$ cat src/rtl/crt_timing.sv
// Raster timing generator: pixel/line counters with registered sync, blank and pulse decode.
// Optional composite sync output enabled by defining CRT_CSYNC_EN.
module crt_timing #(
  parameter int unsigned H_ACTIVE = 768,
  parameter int unsigned H_FP     = 24,
  parameter int unsigned H_SYNC   = 70,
  parameter int unsigned H_BP     = 82,
  parameter int unsigned V_ACTIVE = 288,
  parameter int unsigned V_FP     = 4,
  parameter int unsigned V_SYNC   = 3,
  parameter int unsigned V_BP     = 17
) (
  input  logic       clk,
  input  logic       reset,
  input  logic       pxclk,
  input  logic       med_res,
  output logic [9:0] hpos,
  output logic [8:0] vpos,
  output logic       hsync_n,
  output logic       vsync_n,
  output logic       blank,
  output logic       line_start,
  output logic       frame_start
`ifdef CRT_CSYNC_EN
  ,
  output logic       csync_n
`endif
);

  typedef enum logic {
    MODE_LOW = 1'b0,
    MODE_MED = 1'b1
  } mode_e;

  localparam int unsigned HT = H_ACTIVE + H_FP + H_SYNC + H_BP;
  localparam int unsigned VT = V_ACTIVE + V_FP + V_SYNC + V_BP;

  // Low-res limits are the medium-res ones halved; all inputs are even so sums halve exactly.
  localparam logic [10:0] HT_M1_MED  = 11'(HT - 1);
  localparam logic [10:0] HT_M1_LOW  = 11'(HT / 2 - 1);
  localparam logic [10:0] HA_MED     = 11'(H_ACTIVE);
  localparam logic [10:0] HA_LOW     = 11'(H_ACTIVE / 2);
  localparam logic [10:0] HS_ON_MED  = 11'(H_ACTIVE + H_FP);
  localparam logic [10:0] HS_ON_LOW  = 11'((H_ACTIVE + H_FP) / 2);
  localparam logic [10:0] HS_OFF_MED = 11'(H_ACTIVE + H_FP + H_SYNC);
  localparam logic [10:0] HS_OFF_LOW = 11'((H_ACTIVE + H_FP + H_SYNC) / 2);

  localparam logic [9:0]  VA         = 10'(V_ACTIVE);
  localparam logic [9:0]  VS_ON      = 10'(V_ACTIVE + V_FP);
  localparam logic [9:0]  VS_OFF     = 10'(V_ACTIVE + V_FP + V_SYNC);
  localparam logic [8:0]  VT_M1      = 9'(VT - 1);

  mode_e       mode_q;
  mode_e       mode_nxt;
  logic        h_wrap;
  logic        v_wrap;
  logic [9:0]  h_nxt;
  logic [8:0]  v_nxt;
  logic [10:0] ht_m1;
  logic [10:0] ha;
  logic [10:0] hs_on;
  logic [10:0] hs_off;
  logic        hsync_nxt;
  logic        vsync_act;
  logic        blank_nxt;

  // Line length uses the mode of the current line; decode uses the mode the next count belongs to.
  always_comb begin
    ht_m1     = (mode_q == MODE_MED) ? HT_M1_MED : HT_M1_LOW;
    h_wrap    = ({1'b0, hpos} == ht_m1);
    v_wrap    = (vpos == VT_M1);
    h_nxt     = h_wrap ? '0 : hpos + 10'd1;
    v_nxt     = vpos;
    mode_nxt  = mode_q;
    if (h_wrap) begin
      v_nxt    = v_wrap ? '0 : vpos + 9'd1;
      mode_nxt = med_res ? MODE_MED : MODE_LOW;
    end

    ha     = (mode_nxt == MODE_MED) ? HA_MED     : HA_LOW;
    hs_on  = (mode_nxt == MODE_MED) ? HS_ON_MED  : HS_ON_LOW;
    hs_off = (mode_nxt == MODE_MED) ? HS_OFF_MED : HS_OFF_LOW;

    hsync_nxt = !(({1'b0, h_nxt} >= hs_on) && ({1'b0, h_nxt} < hs_off));
    vsync_act = ({1'b0, v_nxt} >= VS_ON) && ({1'b0, v_nxt} < VS_OFF);
    blank_nxt = ({1'b0, h_nxt} >= ha) || ({1'b0, v_nxt} >= VA);
  end

  always_ff @(posedge clk) begin
    if (reset) begin
      hpos        <= '0;
      vpos        <= '0;
      mode_q      <= med_res ? MODE_MED : MODE_LOW;
      hsync_n     <= 1'b1;
      vsync_n     <= 1'b1;
      blank       <= 1'b0;
      line_start  <= 1'b0;
      frame_start <= 1'b0;
    end else begin
      line_start  <= 1'b0;
      frame_start <= 1'b0;
      if (pxclk) begin
        hpos        <= h_nxt;
        vpos        <= v_nxt;
        mode_q      <= mode_nxt;
        hsync_n     <= hsync_nxt;
        vsync_n     <= !vsync_act;
        blank       <= blank_nxt;
        line_start  <= h_wrap;
        frame_start <= h_wrap && v_wrap;
      end
    end
  end

`ifdef CRT_CSYNC_EN
  // Serrated composite sync: hsync is inverted across the vsync lines.
  always_ff @(posedge clk) begin
    if (reset) begin
      csync_n <= 1'b1;
    end else if (pxclk) begin
      csync_n <= vsync_act ? !hsync_nxt : hsync_nxt;
    end
  end
`endif

endmodule

$ cat config.mk
export PLATFORM = sky130hd
export DESIGN_NAME = crt_timing
export DESIGN_NICKNAME = d
export VERILOG_FILES = /design/src/rtl/crt_timing.sv
export SDC_FILE = /design/constraint.sdc
export NUM_CORES = 1
export LEC_CHECK = 0
export ABC_AREA = 0
export CAP_MARGIN = 20
export CORE_UTILIZATION = 49
export DETAILED_ROUTE_END_ITERATION = 7
export GPL_TIMING_DRIVEN = 0
export PLACE_DENSITY_LB_ADDON = 0.05
export SLEW_MARGIN = 20
export SYNTH_ARGS = -nofsm -noshare
export SYNTH_HDL_FRONTEND = slang
export SYNTH_SLANG_ARGS = --single-unit
$ cat constraint.sdc
create_clock -name clk -period 2.6 [get_ports clk]
set_clock_uncertainty 0.2 [all_clocks]
set_input_delay 0.78 -clock clk [delete_from_list [all_inputs] [get_ports clk]]
set_output_delay 0.78 -clock clk [all_outputs]
set_load 0.01 [all_outputs]
After elaboration in Yosys (flattened, before gate mapping):

Cells that the tools add are included.

* bits in registers: 25
* input bits: 4
* output and inout port bits: 24
* logic and storage cells: 38

* add/sub/neg operators: 2
* $lt $le $gt $ge: 6
* equal/unequal tests: 2
* muxes and demuxes: 11
* bitwise logic cells: 1
* reductions and logical operators: 8

Operators by type and width (count)
* 10-bit 2-to-1 mux: 5
* 10-bit >= comparator: 2
* 9-bit >= comparator (second input constant): 2
* 9-bit 2-to-1 mux: 2
* 10-bit by 1-bit adder with 10-bit output (second input constant): 1
* 10-bit equality test: 1
* 10-bit < comparator: 1
* 9-bit by 1-bit adder with 9-bit output (second input constant): 1
* 9-bit equality test (second input constant): 1
* 9-bit < comparator (second input constant): 1
* 1-bit 2-to-1 mux: 4
* 1-bit logical AND: 3
* 1-bit logical NOT: 2
* 2-bit nonzero test: 1
* 2-bit OR reduction: 1
* 1-bit logical OR: 1
* 1-bit NOT: 1

Logic depth before layout (Yosys ltp):

Gate-level depths: netlist of run 1.

* depth in word-level cells: 7
* mapped depth: 13
* depth with buffers taken out: 11

Least setup slack after synthesis of run 1:

No wires, ideal clock.

* path type: register -> register
* from: register hpos[0]
* to: register blank
* library setup time: 120 ps
* data arrival time: 2622 ps
* slack: -342 ps
* cell stages (with the launch flop): 13
* path buffers: 2
* clock period less this slack: 2942 ps
* path through: dfxtp_1 ha_1 buf_2 nand4_1 or2_1 buf_6 nand2_1 nand2_1 inv_1 ha_1 a21boi_0 o221a_2 a211o_1

* cells in the longest elaborated chain, start to end: 5
* elaborated cells between the ends (all ways): 9
* classes of those cells: 1 x add/sub; 2 x order compare; 1 x eq/ne; 4 x mux; 1 x reduce/logical

RTL lines
* start: declaration: RTL line 17 `output logic [9:0] hpos,`
* start signal: assignment: RTL line 103 `hpos <= h_nxt;`
* parallel branches: the longest is 4 deep, another holds 10-bit by 1-bit adder with 10-bit output
* 1-bit logical OR (*): RTL line 86 `blank_nxt = ({1'b0, h_nxt} >= ha) || ({1'b0, v_nxt} >= VA);`
* end signal: assignment: RTL line 108 `blank <= blank_nxt;`
* end: declaration: RTL line 21 `output logic blank,`

Mark *: on every way between the ends.
A chain may end at the register's enable or synchronous reset.

Final worst setup path of run 1:

* from: register mode_q
* to: register blank

* cells in the longest elaborated chain, start to end: 6
* elaborated cells between the ends (all ways): 9
* classes of those cells: 2 x order compare; 1 x eq/ne; 5 x mux; 1 x reduce/logical

RTL lines
* start: declaration: RTL line 53 `mode_e mode_q;`
* start signal: assignment: RTL line 93 `mode_q <= med_res ? MODE_MED : MODE_LOW;`
* start signal: assignment: RTL line 105 `mode_q <= mode_nxt;`
* 10-bit 2-to-1 mux: RTL line 69 `ht_m1 = (mode_q == MODE_MED) ? HT_M1_MED : HT_M1_LOW;`
* 10-bit equality test: RTL line 70 `h_wrap = ({1'b0, hpos} == ht_m1);`
* 1-bit 2-to-1 mux: RTL line 75 `if (h_wrap) begin`
* 10-bit 2-to-1 mux: RTL line 80 `ha = (mode_nxt == MODE_MED) ? HA_MED : HA_LOW;`
* 10-bit >= comparator: RTL line 86
* 1-bit logical OR (*): RTL line 86

Every way passes the cells marked *; elsewhere a longest branch is shown, timed or not.

==> Implementation_results.wiki, run 1 <==
{| class="wikitable"
! Metric !! Value
|-
| Worst Setup End Kind || flip-flop
|-
| DRC violation total after the first TritonRoute iteration || 131
|-
| Peak supply drop || 0.226 mV
|-
| I/O pin cnt || 28
|-
| Post-synthesis instance total || 232
|-
| Filler cell count || 288
|-
| Layer carrying the most global-route usage || met1
|-
| Total CTS buffers || 3
|-
| Router iterations before antenna repair || 4
|-
| Cell accounting for the most synthesized area || dfxtp_1
|-
| Fraction of layout cells with a size suffix above 1 || 0.242
|-
| Type of the worst setup path || reg -> reg
|-
| Max_cap viols || 0
|-
| #FFs+latches synth || 25
|-
| Result of the run || complete, no violations
|-
| Unrepaired setup endpoints after global routing || yes
|-
| Critical path startpoint category || flip-flop
|-
| Cells traversed along the worst timing path || and4bb_1, a2bb2oi_4, or2_4, nand2_4, nand2_4, inv_6, ha_4, a21boi_4, o221a_2, a211o_1
|-
| Total Wirelength || 4960 µm
|-
| Biggest fanout along the worst timing path || 5
|-
| Post-synthesis instance area || 1840 µm²
|-
| Portion of total power attributed to sequential cells || 0.535
|-
| Routed vias/inst || 5.75
|-
| Count of input and output buffers || 27
|-
| Power spent charging and discharging nets || 0.000194 W
|-
| Wire length of the first global-routing pass || 7660 µm
|-
| # nets final || 295
|-
| Met2 layer usage reported by global route || 0.358
|-
| Total global routing overflow || 0
|-
| Count of different cell masters after synthesis || 55
|-
| Routability Congestion || 0.836
|-
| Met3 track utilization from global routing || 0.0290
|-
| Pin count of the biggest net entering global routing || 14
|-
| Post-route clock period utilization || 0.986
|-
| Min-Delay Path Depth || 2
|-
| Final setup violation count || 0
|-
| Initial antenna violation count || 0
|-
| Top post-synthesis cells by area || dfxtp_1, nor2_1, ha_1
|-
| Total negative slack for setup checks || 0 ps
|-
| Slowest stage delay, CP || 460 ps
|-
| Initial core utilization || 0.530
|-
| Number of synthesis warnings || 0
|-
| Share of total power in combinational logic || 0.128
|-
| HPWL after detailed placement || 3100 µm
|-
| Share of the synthesized area in the top cell type || 0.261
|-
| Crit path max-delay family || simple AND/OR/NAND/NOR gates
|-
| Clock tree sinks || 25
|-
| Relative slew slack || 0.615
|-
| Arrival time at the worst endpoint || 2540 ps
|-
| Average wire per standard cell || 15.2 µm
|-
| Post-route standard cell area excluding fillers || 2500 µm²
|-
| Area growth from synthesis to layout || 35.8%
|-
| Minimum setup slack in the final design || 37.0 ps
|-
| Fmax || 0.390 GHz
|-
| Vias in the first global route || 1,615
|-
| Class of the most critical hold timing path || reg -> reg
|-
| Final slew viol count || 0
|-
| Insertion delay of the later-clocked pin in the worst-skew pair || 280 ps
|-
| Static Leakage || 0.969 nW
|-
| Met1 Use GR || 0.365
|-
| Clock network fraction of design power || 0.336
|-
| Worst slack at placement || -351 ps
|-
| Number of enable-type register cells in the synthesized netlist || 1
|-
| Final min period || 2560 ps
|-
| Maximum clock insertion buffer count || 2
|-
| End-of-flow core utilization || 0.720
|-
| Global Route Usage Sum || 0.243
|-
| CTS clk-pin slew, worst paths || 90 ps
|-
| Die Wd || 63.2 µm
|-
| Final hold violation count || 0
|-
| Vias after detailed routing || 1,881
|-
| Post-synthesis net count || 245
|-
| Die outline height || 63.2 µm
|-
| DRC errors left || 0
|-
| Library cell used as clock root buffer || clkbuf_8
|-
| Combined buffer and inverter count along the critical path || 1
|-
| Crit-path slowest cell || edfxtp_1
|-
| Slew at the pin with the worst max-slew slack || 577 ps
|-
| Synth async-reset ratio || 0
|-
| Worst Reg2Reg Path Length in Cells || 10
|-
| Total stage count of the critical path || 10
|-
| Net switching fraction of the power || 0.262
|-
| Most frequent cell on the critical path || nand2_4
|-
| Standard cell area after detailed placement || 2230 µm²
|-
| Required time worst endpoint || 2580 ps
|-
| CTS tree || yes
|-
| Core region area || 3470 µm²
|-
| Power per Cell Area || 296 nW/µm²
|-
| Commonest register cell after synthesis || dfxtp_1
|-
| Floorplan row count || 21
|-
| Area of the die || 4000 µm²
|-
| Mapped Avg Cell Area || 7.92 µm²
|-
| Htree depth || 1
|-
| Total Power || 0.000740 W
|-
| Internal power || 0.000546 W
|-
| Number of nets still failing antenna checks after routing || 0
|-
| Seq/Total Area, Yosys || 0.278
|-
| Antenna diode count || 0
|}
## through the flow
step	std cells	hold slack, ps
after global placement	305	270
after global routing	327	320
after floorplan	232	308
after detailed placement	305	281
final	327	291
after CTS	320	294
## final timing paths
kind | start | endpoint | slack, ps
worst max-delay path | mode_q | blank | 40
worst min-delay path | hsync_n | hsync_n | 290
worst max register to register | mode_q | blank | 40
worst min register to register | hsync_n | hsync_n | 290
## worst register-to-register path: stages (launching register included)
cell and delay, ps:
edfxtp_1 460, and4bb_1 360, a2bb2oi_4 100, or2_4 270, nand2_4 70, nand2_4 80, inv_6 90, ha_4 190
a21boi_4 130, o221a_2 300, a211o_1 220
## cell usage after synthesis (2+ instances only)
library cell / instances
xor2_1: 9
buf_2: 9
nand4b_1: 2
and2_1: 2
a32oi_1: 3
a21boi_0: 2
o21ai_0: 10
inv_1: 3
nor4_1: 2
xnor2_1: 7
nor2_1: 32
nor3b_1: 2
nand3_1: 9
mux2i_1: 5
dfxtp_1: 24
buf_6: 2
nand2b_1: 3
nor2b_1: 2
o31ai_1: 3
nand4_1: 6
or3_1: 4
ha_1: 9
nand2_1: 19
o211ai_1: 2
and4_1: 3
a21oi_1: 12
nor3_1: 3
clkbuf_1: 9
and3_1: 7
a31oi_1: 2
## power by group through the flow
stage	combinational (W)	clock, W	sequential [W]
final	0.0000947	0.000249	0.000396
after global routing	0.000103	0.000262	0.000397
after CTS	0.0000848	0.000245	0.000396
after detailed placement	0.0000734	0	0.000408
after global placement	0.0000725	0	0.000408
after floorplan	0.0000469	0	0.000407
## cell families (layout without fill, tap and decap cells)
family	Yosys count	after routing	share of synthesized area
AO/OA/AOI/OAI	47	47	0.188
flip-flops	25	25	0.278
adder cells (fa/ha/maj)	9	9	0.0613
AND/OR/NAND/NOR	105	105	0.298
buffers and inverters	24	73	0.0653
XOR/XNOR	16	16	0.0762
multiplexers	6	6	0.0334
## metal layers
layer / wire (µm) / share of wire / vias up
met2: 2160 / 0.44 / 80
met5: 0 / 0 / -
met4: 85 / 0.017 / 0
met3: 328 / 0.066 / 11
met1: 2380 / 0.48 / 859
li1: - / - / 931
## sequential cells by signal (all words and copies together), names as in the netlist
signal,cells
hsync_n,1
vsync_n,1
blank,1
frame_start,1
line_start,1
hpos,10
vpos,9
mode_q,1
## timing repair
item / CTS / global route
pin swaps: 6 / 13
resized for setup: 9 / 25
hold buffers: 0 / 0
setup buffers: 13 / 9
endpoints found under the setup margin: 2 / 4
## layout make-up
cell class                      instances  area [µm²]  share of cell area
Inverter                                3        16.3             0.00652
Tap cell                               46        57.6              0.0231
Timing Repair Buffer                   49         439               0.176
Sequential cell                        25         526               0.211
Buffer                                 17         103              0.0411
Clock buffer                            4        45.0              0.0180
Multi-Input combinational cell        183        1310               0.525
## layout by cell type (no fill, tap or decap), types with 3 or more instances in the layout
cell type	Yosys	final
a21oi_1	12	12
a32oi_1	3	3
and3_1	7	7
buf_2	9	4
buf_4	1	22
buf_6	2	3
clkbuf_1	9	8
clkbuf_8	0	4
clkdlybuf4s50_1	0	27
dfxtp_1	24	16
dfxtp_2	0	6
ha_1	9	6
ha_4	0	3
mux2i_1	5	5
nand2_1	19	17
nand2b_1	3	3
nand3_1	9	8
nand4_1	6	6
nor2_1	32	30
nor3_1	3	3
o21ai_0	10	10
o31ai_1	3	3
or2_4	1	3
or3_1	4	4
xnor2_1	7	7
xor2_1	9	9
No activity file was read; power rests on OpenSTA's default activity.
==> run 2: changes to the inputs <==
- ABC_CLOCK_PERIOD_IN_PS: unset -> 2600
- GPL_TIMING_DRIVEN: 0 -> unset
- SLEW_MARGIN: 20 -> unset
==> run 2 against run 1 <==
Clock power down 6%. Setup slack better by 31 ps. Non-clock buffer count down 11. Maximum frequency up 1.2%. Global-route usage up 1.9 points. Register-to-register slack better by 30 ps. Critical path type unchanged. Largest cell class unchanged.
==> Implementation_results.wiki, run 2 (synthesized netlist as in run 1, its figures left out) <==
{| class="wikitable"
! Metric !! Value
|-
| Vias after detailed routing || 1,845
|-
| Routed vias/inst || 5.84
|-
| End-of-flow core utilization || 0.689
|-
| Worst Setup End Kind || flip-flop
|-
| DRC errors left || 0
|-
| Final slew viol count || 0
|-
| Min Hold Slack || 291 ps
|-
| CTS tree || yes
|-
| Portion of total power attributed to sequential cells || 0.546
|-
| Standard cell area after detailed placement || 2300 µm²
|-
| Filler cell count || 315
|-
| Antenna diode count || 0
|-
| Post-CTS Hold Buffers || 0
|-
| Largest register by flop count || hpos
|-
| Area of combinational cells with multiple inputs || 1270 µm²
|-
| Fraction of layout cells with a size suffix above 1 || 0.200
|-
| CTS clk-pin slew, worst paths || 90 ps
|-
| Htree depth || 1
|-
| Total Wirelength || 5120 µm
|-
| Global Route Usage Sum || 0.262
|-
| Count of input and output buffers || 27
|-
| Biggest fanout along the worst timing path || 4
|-
| Floorplan row count || 21
|-
| Peak supply drop || 0.262 mV
|-
| Slew at the pin with the worst max-slew slack || 431 ps
|-
| Insertion delay of the later-clocked pin in the worst-skew pair || 270 ps
|-
| Initial core utilization || 0.530
|-
| Class of the most critical hold timing path || reg -> reg
|-
| Static Leakage || 0.938 nW
|-
| Share of total power in combinational logic || 0.131
|-
| Die outline height || 63.2 µm
|-
| Result of the run || complete, no violations
|-
| Router iterations before antenna repair || 4
|-
| Clock network fraction of design power || 0.323
|-
| Initial antenna violation count || 0
|-
| Most common cell after layout, fill and taps aside || nor2_1
|-
| Net switching fraction of the power || 0.250
|-
| DRC violation total after the first TritonRoute iteration || 164
|-
| Final hold violation count || 0
|-
| Area of the die || 4000 µm²
|-
| Worst slack at placement || -120 ps
|-
| Type of the worst setup path || reg -> reg
|-
| Fmax || 0.395 GHz
|-
| Final setup violation count || 0
|-
| Minimum setup slack in the final design || 67.9 ps
|-
| Routability Congestion || 0.871
|-
| Clock tree sinks || 25
|-
| Relative slew slack || 0.710
|-
| Number of nets still failing antenna checks after routing || 0
|-
| Non-filler instance count after layout || 316
|-
| Leading cell types in the layout, fill and taps excluded || nor2_1, buf_4, clkdlybuf4s50_1
|-
| Library cell used as clock root buffer || clkbuf_8
|-
| Power spent charging and discharging nets || 0.000181 W
|-
| Final min period || 2530 ps
|-
| Largest registers in the final layout || hpos x10, vpos x9
|-
| Power per Cell Area || 303 nW/µm²
|-
| Max_cap viols || 0
|-
| Area occupied by registers || 522 µm²
|-
| # nets final || 284
|-
| Average wire per standard cell || 16.2 µm
|-
| Die Wd || 63.2 µm
|-
| Vias in the first global route || 1,642
|-
| Wire length of the first global-routing pass || 8340 µm
|-
| Area growth from synthesis to layout || 30.1%
|-
| Pin count of the biggest net entering global routing || 17
|-
| Required time worst endpoint || 2600 ps
|-
| Arrival time at the worst endpoint || 2530 ps
|-
| Internal power || 0.000543 W
|-
| Total global routing overflow || 0
|-
| Post-route standard cell area excluding fillers || 2390 µm²
|-
| Number of flip-flops in the largest register || 10
|-
| Dpl cells || 309
|-
| Core region area || 3470 µm²
|-
| Post-route clock period utilization || 0.974
|-
| I/O pin cnt || 28
|-
| Critical path startpoint category || flip-flop
|-
| HPWL after detailed placement || 3690 µm
|-
| Maximum clock insertion buffer count || 2
|-
| Total CTS buffers || 3
|}
==> run 2: layout make-up <==
| type | count | area share |
|---|---|---|
| multi-input cells | 183 | 0.532 |
| flip-flops and latches | 25 | 0.218 |
| repair buffers | 55 | 0.201 |
| well taps | 46 | 0.0241 |
| clock buffers | 3 | 0.0173 |
| inverters | 3 | 0.00576 |
| clock inverters | 1 | 0.00209 |
==> run 2: per-layer routing <==
metal	vias to the layer above	GRT usage	wire, µm
met1	869	0.393	2420
met3	6	0.0471	353
met4	0	0.0540	68
met2	63	0.387	2280
met5	-	0	0
li1	907	-	-
==> run 2: power by group through the flow <==
| stage | Sequential (W) | Combinational, W | Clock [W] |
|---|---|---|---|
| 2_1_floorplan | 0.000407 | 0.0000469 | 0 |
| 5_1_grt | 0.000396 | 0.000103 | 0.000260 |
| 4_1_cts | 0.000398 | 0.0000842 | 0.000240 |
| 6_report | 0.000395 | 0.0000947 | 0.000234 |
| 3_3_place_gp | 0.000407 | 0.0000807 | 0 |
| 3_5_place_dp | 0.000407 | 0.0000836 | 0 |
==> run 2: worst paths after layout <==
path | start | end | slack [ps] | cells after the start
min | vsync_n | vsync_n | 290 | 1
max reg2reg | mode_q | hsync_n | 70 | 11
min reg2reg | vsync_n | vsync_n | 290 | 1
max | mode_q | hsync_n | 70 | 11
==> run 2: metrics by stage <==
step | setup TNS [ps] | total power [W]
floorplan | -17.4 | 0.000454
global placement | -81.3 | 0.000487
detailed placement | -200 | 0.000490
CTS | 0 | 0.000722
global route | -39.3 | 0.000759
finish | 0 | 0.000724
==> run 2: worst max-delay path, stage by stage (launching register included) <==
cell       delay (ps)
edfxtp_1          450
and4bb_1          330
a2bb2oi_4          80
or2_4             260
nand2_4            70
nand2_4            60
buf_4             130
ha_1              290
nand3_1           120
o31ai_2           230
a21oi_1           100
a31oi_1           150
==> run 2: timing repair <==
item                                    in CTS  in global routing
gates cloned                                 0                  0
setup buffers                                0                  3
pin swaps                                    0                  5
resized for setup                            1                  7
hold endpoints to repair                     0                  0
endpoints found under the setup margin       1                  2
